### config.mk
export PLATFORM = sky130hd
export DESIGN_NAME = sram_wr_arbiter_flat
export DESIGN_NICKNAME = d
export VERILOG_FILES = /design/src/rtl/sram_wr_arbiter_if.sv /design/src/rtl/sram_wr_arbiter.sv /design/src/flat_wrapper.sv
export SDC_FILE = /design/constraint.sdc
export NUM_CORES = 1
export LEC_CHECK = 0
export BUFFER_PORTS_ARGS = -buffer_cell sky130_fd_sc_hd__buf_2
export CORE_MARGIN = 5
export CORE_UTILIZATION = 39
export DETAILED_ROUTE_END_ITERATION = 8
export PLACE_DENSITY = 0.71
export SLEW_MARGIN = 10
export SYNTH_ARGS = -nofsm -noshare
export SYNTH_HDL_FRONTEND = slang
export SYNTH_SLANG_ARGS = --single-unit
### constraint.sdc
create_clock -name clk -period 5.15 [get_ports clk]
set_clock_uncertainty 0.1 [all_clocks]
set_input_delay 1.545 -clock clk [delete_from_list [all_inputs] [get_ports clk]]
set_output_delay 1.545 -clock clk [all_outputs]
set_load 0.01 [all_outputs]
### src/rtl/sram_wr_arbiter_if.sv
// sram_wr_arbiter_if: bundle of the ingress-port handshake, the SRAM write
// port and the completed-packet report of the packet SRAM write arbiter.
//
//   wr_req/wr_valid/wr_last  16-bit per-port request, word valid, last flag
//   wr_data                  16 ports x DATA_WIDTH, port p at [p*DATA_WIDTH +: DATA_WIDTH]
//   wr_grant                 one-hot registered grant back to the ports
//   sram_wr_en/addr/data     registered SRAM write port
//   pkt_done/port/base/len/err  per-packet completion report
//
// Modports: master = ingress ports + downstream consumers, slave = arbiter.
interface sram_wr_arbiter_if #(
  parameter int DATA_WIDTH = 16,
  parameter int ADDR_WIDTH = 14
);
  logic [15:0]              wr_req;
  logic [15:0]              wr_valid;
  logic [15:0]              wr_last;
  logic [16*DATA_WIDTH-1:0] wr_data;
  logic [15:0]              wr_grant;
  logic                     sram_wr_en;
  logic [ADDR_WIDTH-1:0]    sram_wr_addr;
  logic [DATA_WIDTH-1:0]    sram_wr_data;
  logic                     pkt_done;
  logic [3:0]               pkt_port;
  logic [ADDR_WIDTH-1:0]    pkt_base;
  logic [6:0]               pkt_len;
  logic                     pkt_err;

  modport master (
    output wr_req, wr_valid, wr_last, wr_data,
    input  wr_grant, sram_wr_en, sram_wr_addr, sram_wr_data,
    input  pkt_done, pkt_port, pkt_base, pkt_len, pkt_err
  );

  modport slave (
    input  wr_req, wr_valid, wr_last, wr_data,
    output wr_grant, sram_wr_en, sram_wr_addr, sram_wr_data,
    output pkt_done, pkt_port, pkt_base, pkt_len, pkt_err
  );
endinterface

### src/rtl/sram_wr_arbiter.sv
// sram_wr_arbiter: write-side arbiter of the shared packet SRAM. Grants one
// of 16 ingress ports at a time for a whole packet (round-robin), forwards
// its words to a registered SRAM write port at consecutive addresses and
// reports every finished packet (port, base address, length, error).
//
// Ports:
//   clk    clock
//   rst_n  synchronous active-low reset
//   bus    sram_wr_arbiter_if.slave (ingress handshake, SRAM write port,
//          packet report)
//
// Optional feature: define WR_TIMEOUT_EN to abort a packet whose granted
// port keeps wr_valid low for TIMEOUT consecutive cycles. Without it a
// granted port may stall forever and TIMEOUT is only range-checked.
module sram_wr_arbiter #(
  parameter int DATA_WIDTH = 16,
  parameter int ADDR_WIDTH = 14,
  parameter int MAX_BURST  = 64,
  parameter int TIMEOUT    = 32
) (
  input  logic             clk,
  input  logic             rst_n,
  sram_wr_arbiter_if.slave bus
);
  localparam int LEN_W = 7;

  // pkt_len is 7 bits wide, so a burst can never exceed 127 words.
  if (MAX_BURST < 2 || MAX_BURST > 127 || TIMEOUT < 1) begin : g_param_check
    $error("sram_wr_arbiter: MAX_BURST must be 2..127 and TIMEOUT >= 1");
  end

  typedef enum logic {IDLE = 1'b0, XFER = 1'b1} state_t;

  function automatic logic [3:0] lowest_idx(input logic [15:0] v);
    logic [3:0] idx;
    idx = '0;
    for (int i = 15; i >= 0; i--) begin
      if (v[i]) idx = 4'(i);
    end
    return idx;
  endfunction

  state_t                 state_q, state_d;
  logic [15:0]            mask_q, mask_d;
  logic [15:0]            grant_q, grant_d;
  logic [3:0]             port_q, port_d;
  logic [ADDR_WIDTH-1:0]  wr_ptr_q, wr_ptr_d;
  logic [ADDR_WIDTH-1:0]  base_q, base_d;
  logic [LEN_W-1:0]       count_q, count_d;
  logic                   sram_en_q, sram_en_d;
  logic [ADDR_WIDTH-1:0]  sram_addr_q, sram_addr_d;
  logic [DATA_WIDTH-1:0]  sram_data_q, sram_data_d;
  logic                   done_q, done_d;
  logic [3:0]             pkt_port_q, pkt_port_d;
  logic [ADDR_WIDTH-1:0]  pkt_base_q, pkt_base_d;
  logic [LEN_W-1:0]       pkt_len_q, pkt_len_d;
  logic                   pkt_err_q, pkt_err_d;
`ifdef WR_TIMEOUT_EN
  localparam int ST_W = $clog2(TIMEOUT + 1);
  logic [ST_W-1:0]        stall_q, stall_d;
`endif

  logic [15:0]            masked_req, eligible;
  logic [3:0]             pick;
  logic                   accept, last_word, burst_full, end_pkt, timeout_hit;
  logic [LEN_W-1:0]       cnt_inc;
  logic [DATA_WIDTH-1:0]  sel_data;

  // Arbitration and granted-port decode
  always_comb begin
    masked_req = mask_q & bus.wr_req;
    // Once every pending requester has had its turn, start a new round.
    eligible   = (|masked_req) ? masked_req : bus.wr_req;
    pick       = lowest_idx(eligible);
    accept     = (state_q == XFER) && bus.wr_valid[port_q];
    last_word  = bus.wr_last[port_q];
    sel_data   = bus.wr_data[port_q*DATA_WIDTH +: DATA_WIDTH];
    cnt_inc    = count_q + LEN_W'(1);
    burst_full = (cnt_inc == LEN_W'(MAX_BURST));
    end_pkt    = accept && (last_word || burst_full);
`ifdef WR_TIMEOUT_EN
    timeout_hit = (state_q == XFER) && !bus.wr_valid[port_q] &&
                  ((stall_q + ST_W'(1)) == ST_W'(TIMEOUT));
`else
    timeout_hit = 1'b0;
`endif
  end

  // Next-state logic
  always_comb begin
    state_d = state_q;
    case (state_q)
      IDLE:    if (|bus.wr_req) state_d = XFER;
      XFER:    if (end_pkt || timeout_hit) state_d = IDLE;
      default: state_d = IDLE;
    endcase
  end

  // Output and datapath next values
  always_comb begin
    mask_d      = mask_q;
    grant_d     = grant_q;
    port_d      = port_q;
    wr_ptr_d    = wr_ptr_q;
    base_d      = base_q;
    count_d     = count_q;
    sram_en_d   = 1'b0;
    sram_addr_d = sram_addr_q;
    sram_data_d = sram_data_q;
    done_d      = 1'b0;
    pkt_port_d  = pkt_port_q;
    pkt_base_d  = pkt_base_q;
    pkt_len_d   = pkt_len_q;
    pkt_err_d   = pkt_err_q;
`ifdef WR_TIMEOUT_EN
    stall_d     = stall_q;
`endif
    case (state_q)
      IDLE: begin
        if (|bus.wr_req) begin
          grant_d = 16'b1 << pick;
          port_d  = pick;
          base_d  = wr_ptr_q;
          count_d = '0;
          mask_d  = (|masked_req) ? (mask_q & ~(16'b1 << pick)) : ~(16'b1 << pick);
`ifdef WR_TIMEOUT_EN
          stall_d = '0;
`endif
        end
      end
      XFER: begin
        if (accept) begin
          sram_en_d   = 1'b1;
          sram_addr_d = wr_ptr_q;
          sram_data_d = sel_data;
          wr_ptr_d    = wr_ptr_q + ADDR_WIDTH'(1);
          count_d     = cnt_inc;
`ifdef WR_TIMEOUT_EN
          stall_d     = '0;
`endif
          if (end_pkt) begin
            // Report lands in the same cycle as the final SRAM write.
            grant_d    = '0;
            done_d     = 1'b1;
            pkt_port_d = port_q;
            pkt_base_d = base_q;
            pkt_len_d  = cnt_inc;
            pkt_err_d  = !last_word;
          end
        end else if (timeout_hit) begin
          // Abort: words already written stay in the SRAM.
          grant_d    = '0;
          done_d     = 1'b1;
          pkt_port_d = port_q;
          pkt_base_d = base_q;
          pkt_len_d  = count_q;
          pkt_err_d  = 1'b1;
        end else begin
`ifdef WR_TIMEOUT_EN
          stall_d = stall_q + ST_W'(1);
`endif
        end
      end
      default: ;
    endcase
  end

  // State register
  always_ff @(posedge clk) begin
    if (!rst_n) state_q <= IDLE;
    else        state_q <= state_d;
  end

  // Datapath and report registers
  always_ff @(posedge clk) begin
    if (!rst_n) begin
      mask_q      <= 16'hFFFF;
      grant_q     <= '0;
      port_q      <= '0;
      wr_ptr_q    <= '0;
      base_q      <= '0;
      count_q     <= '0;
      sram_en_q   <= 1'b0;
      sram_addr_q <= '0;
      sram_data_q <= '0;
      done_q      <= 1'b0;
      pkt_port_q  <= '0;
      pkt_base_q  <= '0;
      pkt_len_q   <= '0;
      pkt_err_q   <= 1'b0;
`ifdef WR_TIMEOUT_EN
      stall_q     <= '0;
`endif
    end else begin
      mask_q      <= mask_d;
      grant_q     <= grant_d;
      port_q      <= port_d;
      wr_ptr_q    <= wr_ptr_d;
      base_q      <= base_d;
      count_q     <= count_d;
      sram_en_q   <= sram_en_d;
      sram_addr_q <= sram_addr_d;
      sram_data_q <= sram_data_d;
      done_q      <= done_d;
      pkt_port_q  <= pkt_port_d;
      pkt_base_q  <= pkt_base_d;
      pkt_len_q   <= pkt_len_d;
      pkt_err_q   <= pkt_err_d;
`ifdef WR_TIMEOUT_EN
      stall_q     <= stall_d;
`endif
    end
  end

  assign bus.wr_grant     = grant_q;
  assign bus.sram_wr_en   = sram_en_q;
  assign bus.sram_wr_addr = sram_addr_q;
  assign bus.sram_wr_data = sram_data_q;
  assign bus.pkt_done     = done_q;
  assign bus.pkt_port     = pkt_port_q;
  assign bus.pkt_base     = pkt_base_q;
  assign bus.pkt_len      = pkt_len_q;
  assign bus.pkt_err      = pkt_err_q;
endmodule

### src/flat_wrapper.sv
// flat-port wrapper written by rule: the top's interface ports become plain ports
module sram_wr_arbiter_flat 
#(
  parameter int DATA_WIDTH = 16,
  parameter int ADDR_WIDTH = 14,
  parameter int MAX_BURST  = 64,
  parameter int TIMEOUT    = 32
)
  (clk, rst_n, bus_wr_req, bus_wr_valid, bus_wr_last, bus_wr_data, bus_wr_grant, bus_sram_wr_en, bus_sram_wr_addr, bus_sram_wr_data, bus_pkt_done, bus_pkt_port, bus_pkt_base, bus_pkt_len, bus_pkt_err);
  sram_wr_arbiter_if #(.DATA_WIDTH(DATA_WIDTH), .ADDR_WIDTH(ADDR_WIDTH)) bus_i ();
  input  logic clk;
  input  logic rst_n;
  input wire logic [$bits(bus_i.wr_req)-1:0] bus_wr_req;
  input wire logic [$bits(bus_i.wr_valid)-1:0] bus_wr_valid;
  input wire logic [$bits(bus_i.wr_last)-1:0] bus_wr_last;
  input wire logic [$bits(bus_i.wr_data)-1:0] bus_wr_data;
  output wire logic [$bits(bus_i.wr_grant)-1:0] bus_wr_grant;
  output wire logic [$bits(bus_i.sram_wr_en)-1:0] bus_sram_wr_en;
  output wire logic [$bits(bus_i.sram_wr_addr)-1:0] bus_sram_wr_addr;
  output wire logic [$bits(bus_i.sram_wr_data)-1:0] bus_sram_wr_data;
  output wire logic [$bits(bus_i.pkt_done)-1:0] bus_pkt_done;
  output wire logic [$bits(bus_i.pkt_port)-1:0] bus_pkt_port;
  output wire logic [$bits(bus_i.pkt_base)-1:0] bus_pkt_base;
  output wire logic [$bits(bus_i.pkt_len)-1:0] bus_pkt_len;
  output wire logic [$bits(bus_i.pkt_err)-1:0] bus_pkt_err;
  assign bus_i.wr_req = bus_wr_req;
  assign bus_i.wr_valid = bus_wr_valid;
  assign bus_i.wr_last = bus_wr_last;
  assign bus_i.wr_data = bus_wr_data;
  assign bus_wr_grant = bus_i.wr_grant;
  assign bus_sram_wr_en = bus_i.sram_wr_en;
  assign bus_sram_wr_addr = bus_i.sram_wr_addr;
  assign bus_sram_wr_data = bus_i.sram_wr_data;
  assign bus_pkt_done = bus_i.pkt_done;
  assign bus_pkt_port = bus_i.pkt_port;
  assign bus_pkt_base = bus_i.pkt_base;
  assign bus_pkt_len = bus_i.pkt_len;
  assign bus_pkt_err = bus_i.pkt_err;
  sram_wr_arbiter #(.DATA_WIDTH(DATA_WIDTH), .ADDR_WIDTH(ADDR_WIDTH), .MAX_BURST(MAX_BURST), .TIMEOUT(TIMEOUT)) u_core (.clk(clk), .rst_n(rst_n), .bus(bus_i));
endmodule
; ---- After elaboration in Yosys (flattened, before gate mapping)
; Cells that the tools add are included.
[word_totals]
out_inout_bits = 74
elab_cells = 75
inputBits = 306
regBits = 130
[op_classes]
n_lt_le_gt_ge = 1
add_sub_neg = 2
n_eq_ne = 4
shift = 2
bitwise = 4
muxes = 34
n_reduce_logical = 13
[ops]
columns = cell, count
row1 = $shiftx A256 B9 Y16, 1
row2 = $mux W16, 5
row3 = $mux W4, 16
row4 = $and A16 B16 Y16, 2
row5 = $pmux W16 S2, 1
row6 = $reduce_or A16 Y1, 2
row7 = $not A16 Y16, 1
row8 = $shl A1 B4 Y16 const A, 1
row9 = $add A14 B1 Y14 const B, 1
row10 = $mux W7, 2
row11 = $pmux W7 S2, 1
row12 = $reduce_and A3 Y1, 3
row13 = $bmux W1 S4, 2
row14 = $reduce_and A2 Y1, 4
row15 = $add A7 B1 Y7 const B, 1
row16 = $eq A7 B7 Y1 const B, 1
row17 = $mux W1, 6
row18 = $lt A4 B5 Y1 const B, 1
row19 = $ne A2 B2 Y1 const B, 2
row20 = $logic_and A1 B1 Y1, 2
row21 = $ne A2 B1 Y1 const B, 1
row22 = $pmux W1 S2, 1
row23 = $logic_not A1 Y1, 1
row24 = $logic_or A1 B1 Y1, 1
row25 = $not A1 Y1, 1

; ---- Longest topological paths before layout
; Gate-level depths: netlist (run 1).
[depth]
depth_word = 23
depth_mapped = 10
ltp_nobuf = 9

; ---- Worst setup path before layout (run 1)
; No wires, ideal clock.
[synth_timing]
kind = input to register
from = input bus_wr_req[0]
to = register u_core.mask_q[8]
setup_ns = 0.117
slack_ns = 1.518
n_path_buf = 1
t_required_ns = 4.933
path_stages = 9
arrival_time_ns = 3.415
cell_sequence = a22o_1 -> a221oi_1 -> and4_4 -> buf_4 -> o21a_1 -> o21ai_0 -> or2_2 -> o221a_2 -> o22a_1
[synth_via]
elab_chain_cells = 23
elab_cells_between_ends = 25
[synth_lines]
columns = item, line
row1 = from (decl), flat_wrapper.sv:13  ; input wire logic [$bits(bus_i.wr_req)-1:0] bus_wr_req;
row2 = $and A16 B16 Y16, sram_wr_arbiter.sv:71  ; masked_req = mask_q & bus.wr_req;
row3 = $reduce_or A16 Y1, "sram_wr_arbiter.sv:73, sram_wr_arbiter.sv:125"
row4 = $mux W16, sram_wr_arbiter.sv:73  ; eligible = (|masked_req) ? masked_req : bus.wr_req;
row5 = $mux W4 (16 in series), sram_wr_arbiter.sv:38  ; if (v[i]) idx = 4'(i);
row6 = $shl A1 B4 Y16, sram_wr_arbiter.sv:125  ; mask_d = (|masked_req) ? (mask_q & ~(16'b1 << pick)) : ~(16'b1 << pick);
row7 = $not A16 Y16, sram_wr_arbiter.sv:125
row8 = $and A16 B16 Y16, sram_wr_arbiter.sv:125
row9 = $mux W16, sram_wr_arbiter.sv:125
row10 = to (signal assigned), sram_wr_arbiter.sv:195  ; mask_q <= mask_d;
row11 = to (decl), sram_wr_arbiter.sv:44  ; logic [15:0] mask_q, mask_d;
; Several ways; a longest one is shown, not always the timed one.
; A chain may end at the register's enable or synchronous reset.

; ---- Final worst setup path (run 1)
[layout_timing]
from = input bus_wr_req[2]
to = register u_core.mask_q[0]
; Same word-level chain as after synthesis.

==> out/results.ini, run 1 <==
[run_status]
status=finished clean

[synth]
synth.largest_area_cell=dfxtp_1
synth_edf_count=0
syn_area_per_cell_um2=10.8
synth_cells=674
synth.top_cell.area_share_pct=35.6
yosys_warnings=0
synth.most_common_cell=dfxtp_1
synth_nets=982
synth.top_cells.by_area=dfxtp_1, mux4_2, mux2i_1
ys_seq_area_share_pct=35.6
synth_ff_type=dfxtp_1
synth-async-reset-ratio_pct=0
synth.ff_latch_count=130
synth_common_cells=dfxtp_1, nor2_1, mux4_2
netlist_area_um2=7300
yosysUniqueCellTypes=56

[sta]
rsz0062_at_grt=false
period_minus_slack_ns=3.79
final-hold-violation-count=0
slew_headroom_pct=39.0
setup_viol=0
fmax_ghz=0.264
worst_pin_slew_ns=0.913
fin_crit_sh_pct=73.6
slew_violations=0
setup-tns-final_ns=0

[power]
swShare_pct=28.5
power_frac_seq_pct=37.7
pwr-share-clk_pct=41.5
p_int_mw=2.04
powerDensity_nw_per_um2=287
leakagePower_nw=4.35
combPwrFrac_pct=20.8
vdd_ir_drop_max_mv=0.256
power_mw=2.86
switchingPower_mw=0.813

[clock_tree]
cts_max_path_buffers=2
tritoncts=built
htree_num_levels=4
path_clk_slew_ns=0.06
cts_made_buffers=17
clk_latency_ns=0.43
cts_resized=0
cts_hold_buffers=0
root_buffer=clkbuf_16
post_cts_buffers=0
cts_sinks=130

[hold_path]
hold_path.class=reg2reg

[floorplanning]
placementRows=50
initial_core_util_pct=39.3
core_um2=18600
die-area_um2=21600
io_pins=380
die_h_um=147
die_w_um=147

[layout]
layout.cells.non_filler=1288
nNetsFinal=1340
area_delta_synth_final_pct=36.4
drive_gt1_share_pct=50.2
n_fill_cell=1698

[route]
via_per_inst=5.64
wl_met1_um=12100
wl_per_cell_um=23.2
drcViolationCount=0
drt_iter0_drc=632
firstDrtPassIters=5
wl_met3_um=2600
vias=7264
wl_um=29900
highest_layer=met5
dr_wl_met2_um=14400
antenna_left=0

[critical_path]
cp-end-kind=flop
critPathKind=in2reg
critical_path_required_ns=5.33
crit_arrival_ns=3.97
cp_max_fo=22
startpoint_type=input pin

[flow_run]
maxCapViolCount=0

[place]
hpwl_um=24100
place.gp.congestion=0.991
io_buffers=379
place_inst=1247

[grt]
grt_usage_pct=26.9
grt_max_degree=57
antenna_found_initial=12
grt_pass1_wl_um=44200
grt_pass1_vias=7338
grt_overflow=0

## cell type report
class                      count  area (um2)  share of cell area (%)
sequential                   130        2610                    26.2
inverter                       4        16.3                   0.163
tap                          234         293                    2.94
clock buffer                  18         439                    4.41
multi-input combinational    492        4470                    44.8
clock inverter                14         145                    1.46
antenna                        9        22.5                   0.226
timing repair buffer         387        1970                    19.8
## worst paths after layout
kind | end | slack [ns] | from | cells after the start
worst max-delay path | u_core.mask_q[0] | 1.36 | bus_wr_req[2] | 9
worst min-delay path | u_core.base_q[1] | 0.36 | u_core.base_q[1] | 2
worst max register to register | u_core.bus.pkt_base[12] | 1.76 | u_core.port_q[0] | 7
worst min register to register | u_core.base_q[1] | 0.36 | u_core.base_q[1] | 2
## cells by family (layout without fill, tap and decap cells)
| kind of cell | count (synthesis) | in the layout | share of synthesized area (%) |
|---|---|---|---|
| mux | 140 | 140 | 34.6 |
| compound gates | 124 | 124 | 11.4 |
| other cells | 0 | 9 | 0 |
| simple gates | 209 | 209 | 12.6 |
| flops | 130 | 130 | 35.6 |
| xor+xnor | 17 | 17 | 2.04 |
| fa+ha+maj | 2 | 2 | 0.343 |
| buf+inv | 52 | 423 | 3.41 |
## metal layers
metal,vias up,track usage [%]
met5,-,0
met4,4,9.69
met3,49,7.46
met2,375,43.4
met1,3527,34.8
li1,3309,-
## flip-flops by register name, indices dropped and copies added (netlist names)
signal	flops
u_core.bus.sram_wr_data	16
u_core.bus.wr_grant	16
u_core.mask_q	16
u_core.base_q	14
u_core.bus.pkt_base	14
u_core.bus.sram_wr_addr	14
u_core.wr_ptr_q	14
u_core.bus.pkt_len	7
u_core.count_q	7
u_core.bus.pkt_port	4
u_core.port_q	4
u_core.bus.pkt_done	1
u_core.bus.pkt_err	1
u_core.bus.sram_wr_en	1
u_core.state_q	1
## per-stage QoR
step	setup WS [ns]	instance area, um2	hold slack (ns)	utilization [%]
6_report	1.36	9960	0.355	53.6
2_1_floorplan	1.52	7300	0.336	-
3_3_place_gp	0.974	9360	0.343	50.4
5_1_grt	1.20	9960	0.377	53.6
4_1_cts	1.38	9940	0.355	53.5
3_5_place_dp	0.912	9360	0.348	50.4
## power by group through the flow
stage / logic [mW] / registers (mW) / clock network, mW
after floorplan: 0.363 / 1.08 / 0
after global placement: 0.583 / 1.10 / 0
after detailed placement: 0.592 / 1.10 / 0
after CTS: 0.594 / 1.08 / 1.21
after global routing: 0.636 / 1.08 / 1.25
final: 0.595 / 1.08 / 1.19
## placed cells by master (no fill, tap or decap), types with 5 or more instances in the layout
cell type / instances
mux2i_1: 49
nand3_1: 10
a211oi_1: 6
xor2_1: 13
o21ai_0: 29
nor3_1: 7
nor4_1: 5
mux4_2: 90
a21oi_1: 35
and3_1: 6
buf_2: 379
dfxtp_1: 128
nor2_1: 99
a22o_1: 12
buf_4: 7
nand4_1: 7
clkbuf_16: 17
nand2_1: 56
diode_2: 9
a31oi_1: 6
o21a_1: 6
## worst max-delay path, cell delays in order
cell	delay, ns
buf_2	0.14
a22o_1	0.15
a221oi_1	0.04
and4_4	0.27
o21ai_1	0.38
nand4_1	0.33
or4_1	0.59
a211oi_2	0.38
a21oi_1	0.13
Power figures use the tool's default switching activity.
==> run 2: changes to the inputs <==
--- a/config.mk
+++ b/config.mk
@@ -9,7 +9,7 @@
 export CORE_MARGIN = 5
 export CORE_UTILIZATION = 39
 export DETAILED_ROUTE_END_ITERATION = 8
-export PLACE_DENSITY = 0.71
+export PLACE_DENSITY = 0.73
 export SLEW_MARGIN = 10
 export SYNTH_ARGS = -nofsm -noshare
 export SYNTH_HDL_FRONTEND = slang
==> constraint.sdc (replaced) <==
create_clock -name clk -period 3.25 [get_ports clk]
set_clock_uncertainty 0.1 [all_clocks]
set_input_delay 0.975 -clock clk [delete_from_list [all_inputs] [get_ports clk]]
set_output_delay 0.975 -clock clk [all_outputs]
set_load 0.01 [all_outputs]
==> out/results.ini, run 2 (synthesized netlist as in run 1, its figures left out) <==
[critical_path]
critical_path_required_ns=3.46  ; was 5.33 ns
cp-end-kind=flop  ; unchanged
startpoint_type=input pin  ; unchanged
critPathKind=in2reg  ; unchanged
worstSetupStartpoint=bus_wr_req[0]  ; was bus_wr_req[2]
r2r-start=u_core.mask_q[15]  ; was u_core.port_q[0]
crit_arrival_ns=3.31  ; was 3.97 ns
cp_max_fo=13  ; was 22

[layout]
area_delta_synth_final_pct=44.0  ; was 36.4%
final_cell_mix=buf_2, dfxtp_1, nor2_1, mux4_2, buf_4  ; was buf_2, dfxtp_1, nor2_1, mux4_2, nand2_1
drive_gt1_share_pct=53.2  ; was 50.2%
final_common_cell=buf_2  ; unchanged
layout.cells.non_filler=1354  ; was 1288
nNetsFinal=1402  ; was 1340

[route]
drt_iter0_drc=589  ; was 632
via_per_inst=5.59  ; was 5.64
wl_um=31100  ; was 29900 um
wl_per_cell_um=22.9  ; was 23.2 um
firstDrtPassIters=5  ; unchanged
antenna_left=0  ; unchanged
drcViolationCount=0  ; unchanged
vias=7564  ; was 7264

[clock_tree]
cts_made_buffers=17  ; unchanged
htree_num_levels=4  ; unchanged
path_clk_slew_ns=0.06  ; about the same
tritoncts=built  ; unchanged
clk_latency_ns=0.42  ; was 0.43 ns
root_buffer=clkbuf_16  ; unchanged
cts_max_path_buffers=2  ; unchanged
cts_hold_buffers=0  ; unchanged
cts_sinks=130  ; unchanged

[floorplanning]
placementRows=50  ; unchanged
die_h_um=147  ; unchanged
io_pins=380  ; unchanged
core_um2=18600  ; unchanged
die-area_um2=21600  ; unchanged
die_w_um=147  ; unchanged
initial_core_util_pct=39.3  ; unchanged

[grt]
grt_pass1_wl_um=45200  ; was 44200 um
antenna_found_initial=25  ; was 12
grt_usage_pct=28.1  ; was 26.9%
grt_pass1_vias=7575  ; was 7338
grt_overflow=0  ; unchanged
grt_max_degree=77  ; was 57

[sta]
final-hold-violation-count=0  ; unchanged
whs_ns=0.354  ; was 0.355 ns
fmax_ghz=0.323
slew_headroom_pct=39.8  ; was 39.0%
fin_ws_ns=0.151  ; was 1.36 ns
slew_violations=0  ; unchanged
period_minus_slack_ns=3.10
worst_pin_slew_ns=0.900  ; was 0.913 ns
rsz0062_at_grt=false  ; unchanged
fin_crit_sh_pct=95.4
setup_viol=0  ; unchanged

[power]
vdd_ir_drop_max_mv=0.284  ; was 0.256 mV
power_mw=4.70  ; was 2.86 mW
powerDensity_nw_per_um2=447  ; was 287 nW/um2
leakagePower_nw=4.68  ; was 4.35 nW

[place]
io_buffers=379  ; unchanged
dp_slack_ns=-0.307  ; was 0.912 ns
hpwl_um=26000  ; was 24100 um
place.gp.congestion=0.954  ; was 0.991
place_inst=1309  ; was 1247

[run_status]
status=finished clean  ; unchanged

[flow_run]
maxCapViolCount=0  ; unchanged

[hold_path]
worstHoldStart=u_core.bus.wr_grant[14]  ; was u_core.base_q[1]
hold_path.class=reg2reg  ; unchanged

## run 2: cell count changes in the layout (fill, tap and decap cells not counted), sizes merged
cell and delta:
inv -2, bufinv +2, clkinvlp -2, buf +62
clkinv +1, diode +5
## run 2: path summary, 6_finish.rpt
| check | to | slack (ns) | depth (start not counted) |
|---|---|---|---|
| worst min-delay path | u_core.bus.wr_grant[14] | 0.35 | 2 |
| worst min register to register | u_core.bus.wr_grant[14] | 0.35 | 2 |
| worst max-delay path | u_core.bus.wr_grant[0] | 0.15 | 13 |
| worst max register to register | u_core.bus.wr_grant[0] | 0.33 | 12 |
## run 2: stage by stage
stage | utilization [%] | area [um2] | TNS, ns
floorplan | - | 7300 | 0
global placement | 53.1 | 9860 | -5.34
detailed placement | 53.1 | 9860 | -4.87
CTS | 56.4 | 10500 | 0
global route | 56.6 | 10500 | 0
finish | 56.6 | 10500 | 0
## run 2: metal layers
layer	wire, um	global-route usage, %	up-vias
met5	21	0	-
met4	1570	15.1	4
met3	2480	7.25	83
met2	15400	46.5	383
met1	11600	33.6	3661
li1	-	-	3433
## run 2: area by class of cell
| class | count | area, um2 |
|---|---|---|
| Tap cell | 234 | 293 |
| Timing Repair Buffer | 449 | 2470 |
| Clock inverter | 13 | 173 |
| Inverter | 4 | 16.3 |
| Fill cell | 1631 | 8070 |
| Antenna cell | 14 | 35.0 |
| Sequential cell | 130 | 2610 |
| Clock buffer | 18 | 439 |
| Multi-Input combinational cell | 492 | 4470 |
## run 2: critical path: stages
cell,delay [ns]
buf_2,0.11
a22o_1,0.14
a221oi_1,0.05
and4_4,0.26
buf_4,0.15
o21ai_0,0.22
nand4_1,0.28
buf_4,0.23
a311oi_1,0.34
buf_4,0.19
a211oi_2,0.03
buf_4,0.15
a22o_1,0.17
## run 2: what timing repair did
item / 4_1_cts / 5_1_grt
endpoints found under the setup margin: 0 / 7
hold endpoints to repair: 0 / 0
buffers inserted: 0 / 0
resized for setup: 0 / 2
## run 2: where the power goes
part / switching (mW) / internal, mW
clock network: 0.749 / 1.24
registers: 0.0546 / 1.64
logic: 0.465 / 0.555
total: 1.27 / 3.43
==> run 3: changes to the inputs <==
--- a/config.mk
+++ b/config.mk
@@ -10,6 +10,7 @@
 export CORE_UTILIZATION = 39
 export DETAILED_ROUTE_END_ITERATION = 8
 export PLACE_DENSITY = 0.73
+export RECOVER_POWER = 50
 export SLEW_MARGIN = 10
 export SYNTH_ARGS = -nofsm -noshare
 export SYNTH_HDL_FRONTEND = slang
==> out/results.ini, run 3 (synthesized netlist as in run 1, its figures left out) <==
[power]
pwr-share-clk_pct=42.3  ; was 42.2%
switchingPower_mw=1.26  ; was 1.27 mW
p_int_mw=3.42  ; was 3.43 mW
vdd_ir_drop_max_mv=0.282  ; was 0.284 mV
power_mw=4.68  ; was 4.70 mW
leakagePower_nw=4.34  ; was 4.68 nW
powerDensity_nw_per_um2=451  ; was 447 nW/um2
swShare_pct=27.0  ; about the same
combPwrFrac_pct=21.4  ; was 21.7%
power_frac_seq_pct=36.3  ; was 36.1%

[floorplanning]
die-area_um2=21600  ; unchanged
die_w_um=147  ; unchanged
initial_core_util_pct=39.3  ; unchanged
die_h_um=147  ; unchanged
io_pins=380  ; unchanged
placementRows=50  ; unchanged
core_um2=18600  ; unchanged

[sta]
period_minus_slack_ns=3.12  ; was 3.10 ns
setup_viol=0  ; unchanged
worst_pin_slew_ns=0.902  ; was 0.900 ns
final-hold-violation-count=0  ; unchanged
fin_crit_sh_pct=96.0  ; was 95.4%
rsz0062_at_grt=false  ; unchanged
slew_violations=0  ; unchanged
slew_headroom_pct=39.7  ; was 39.8%
fin_ws_ns=0.130  ; was 0.151 ns
whs_ns=0.357  ; was 0.354 ns
setup-tns-final_ns=0  ; unchanged
fmax_ghz=0.321  ; was 0.323 GHz

[route]
wl_per_cell_um=23.0  ; was 22.9 um
via_per_inst=5.59  ; about the same
vias=7557  ; was 7564
wl_um=31100  ; about the same
drcViolationCount=0  ; unchanged
firstDrtPassIters=5  ; unchanged
drt_iter0_drc=579  ; was 589
antenna_left=0  ; unchanged

[place]
io_buffers=379  ; unchanged
dp_slack_ns=-0.307  ; unchanged
hpwl_um=26000  ; unchanged
place.gp.congestion=0.954  ; unchanged

[clock_tree]
root_buffer=clkbuf_16  ; unchanged
clk_latency_ns=0.42  ; about the same
tritoncts=built  ; unchanged
path_clk_slew_ns=0.06  ; about the same
cts_max_path_buffers=2  ; unchanged
cts_sinks=130  ; unchanged
htree_num_levels=4  ; unchanged
cts_made_buffers=17  ; unchanged

[critical_path]
startpoint_type=input pin  ; unchanged
cpMaxStageDelayCell=mux4_2  ; was a311oi_1
cp_max_fo=18  ; was 13
critPathMaxStageDelay_ns=0.57  ; was 0.34 ns
crit_top_cell=mux4_2  ; was buf_4
path_cells=buf_2 > mux4_2 > mux4_2 > nand2_1 > clkbuf_4 > mux2i_1 > nor2_1  ; was buf_2 > a22o_1 > a221oi_1 > and4_4 > buf_4 > o21ai_0 > nand4_1 > buf_4 > a311oi_1 > buf_4 > a211oi_2 > buf_4 > a22o_1
cp-end-kind=flop  ; unchanged
critPathKind=in2reg  ; unchanged
critical_path_required_ns=3.42  ; was 3.46 ns
crit_arrival_ns=3.29  ; was 3.31 ns

[layout]
nNetsFinal=1402  ; unchanged
drive_gt1_share_pct=45.9  ; was 53.2%
final_common_cell=buf_2  ; unchanged
final_cell_mix=buf_2, dfxtp_1, nor2_1, mux4_2, clkbuf_1  ; was buf_2, dfxtp_1, nor2_1, mux4_2, buf_4
area_delta_synth_final_pct=42.2  ; was 44.0%

[grt]
grt_max_degree=77  ; unchanged
grt_overflow=0  ; unchanged
antenna_found_initial=25  ; unchanged
grt_usage_pct=28.1  ; unchanged
grt_pass1_vias=7575  ; unchanged
grt_pass1_wl_um=45200  ; unchanged
grt_use_met1_pct=33.6  ; unchanged
grt.busiest_layer=met2  ; unchanged
met2_usage_pct=46.5  ; unchanged
grt_use_met3_pct=7.25  ; unchanged

[flow_run]
maxCapViolCount=0  ; unchanged

[hold_path]
hold_path.class=reg2reg  ; unchanged

[run_status]
status=finished clean  ; unchanged

==> run 3: cell types whose count changed in the layout (fill, tap and decap cells not counted), sizes merged <==
cell    before  now
buf        449  368
clkbuf      18   99
diode       14   13
==> run 3: metrics by stage <==
stage          util [%]  instance area, um2  cells
2_1_floorplan         -                7300    674
3_3_place_gp       53.1                9860   1309
3_5_place_dp       53.1                9860   1309
4_1_cts            56.4               10500   1340
5_1_grt            55.9               10400   1352
6_report           55.9               10400   1353
==> run 3: cell type report <==
cell class,count,area [um2]
fillers,1689,8200
well taps,234,293
repair buffers,449,2350
multi-input cells,492,4470
inverters,4,16.3
clock inverters,13,173
flip-flops and latches,130,2610
diodes,13,32.5
clock buffers,18,439
==> run 3: power by group through the flow <==
stage	clock network [mW]	registers [mW]	logic [mW]
2_1_floorplan	0	1.72	0.576
3_3_place_gp	0	1.73	0.998
3_5_place_dp	0	1.73	1.02
4_1_cts	2.01	1.70	1.02
5_1_grt	2.09	1.70	1.07
6_report	1.98	1.70	1.00
==> run 3: path summary, 6_finish.rpt <==
path	start	cells past startpoint	endpoint	slack, ns
hold reg to reg	u_core.base_q[7]	2	u_core.base_q[7]	0.36
setup / recovery	bus_wr_valid[15]	7	u_core.bus.sram_wr_data[9]	0.13
hold / removal	u_core.base_q[7]	2	u_core.base_q[7]	0.36
setup reg to reg	u_core.port_q[0]	6	u_core.bus.sram_wr_data[9]	0.22
==> run 3: worst max-delay path, delay by kind of cell <==
family        cells  cell delay, ns
mux               3            1.28
buf+inv           2            0.56
simple gates      2            0.45
==> run 3: per-layer routing <==
metal | share of wire [%] | up-vias | wire (um)
met5 | 0.067 | - | 21
met4 | 5.0 | 4 | 1560
met3 | 8.3 | 80 | 2600
met2 | 49 | 381 | 15300
met1 | 37 | 3657 | 11700
li1 | - | 3435 | -
==> run 3: timing repair <==
item                                    CTS  global route
hold buffers                              0             0
buffers inserted                          0             0
endpoints found under the setup margin    0             7
resized for setup                         0             2
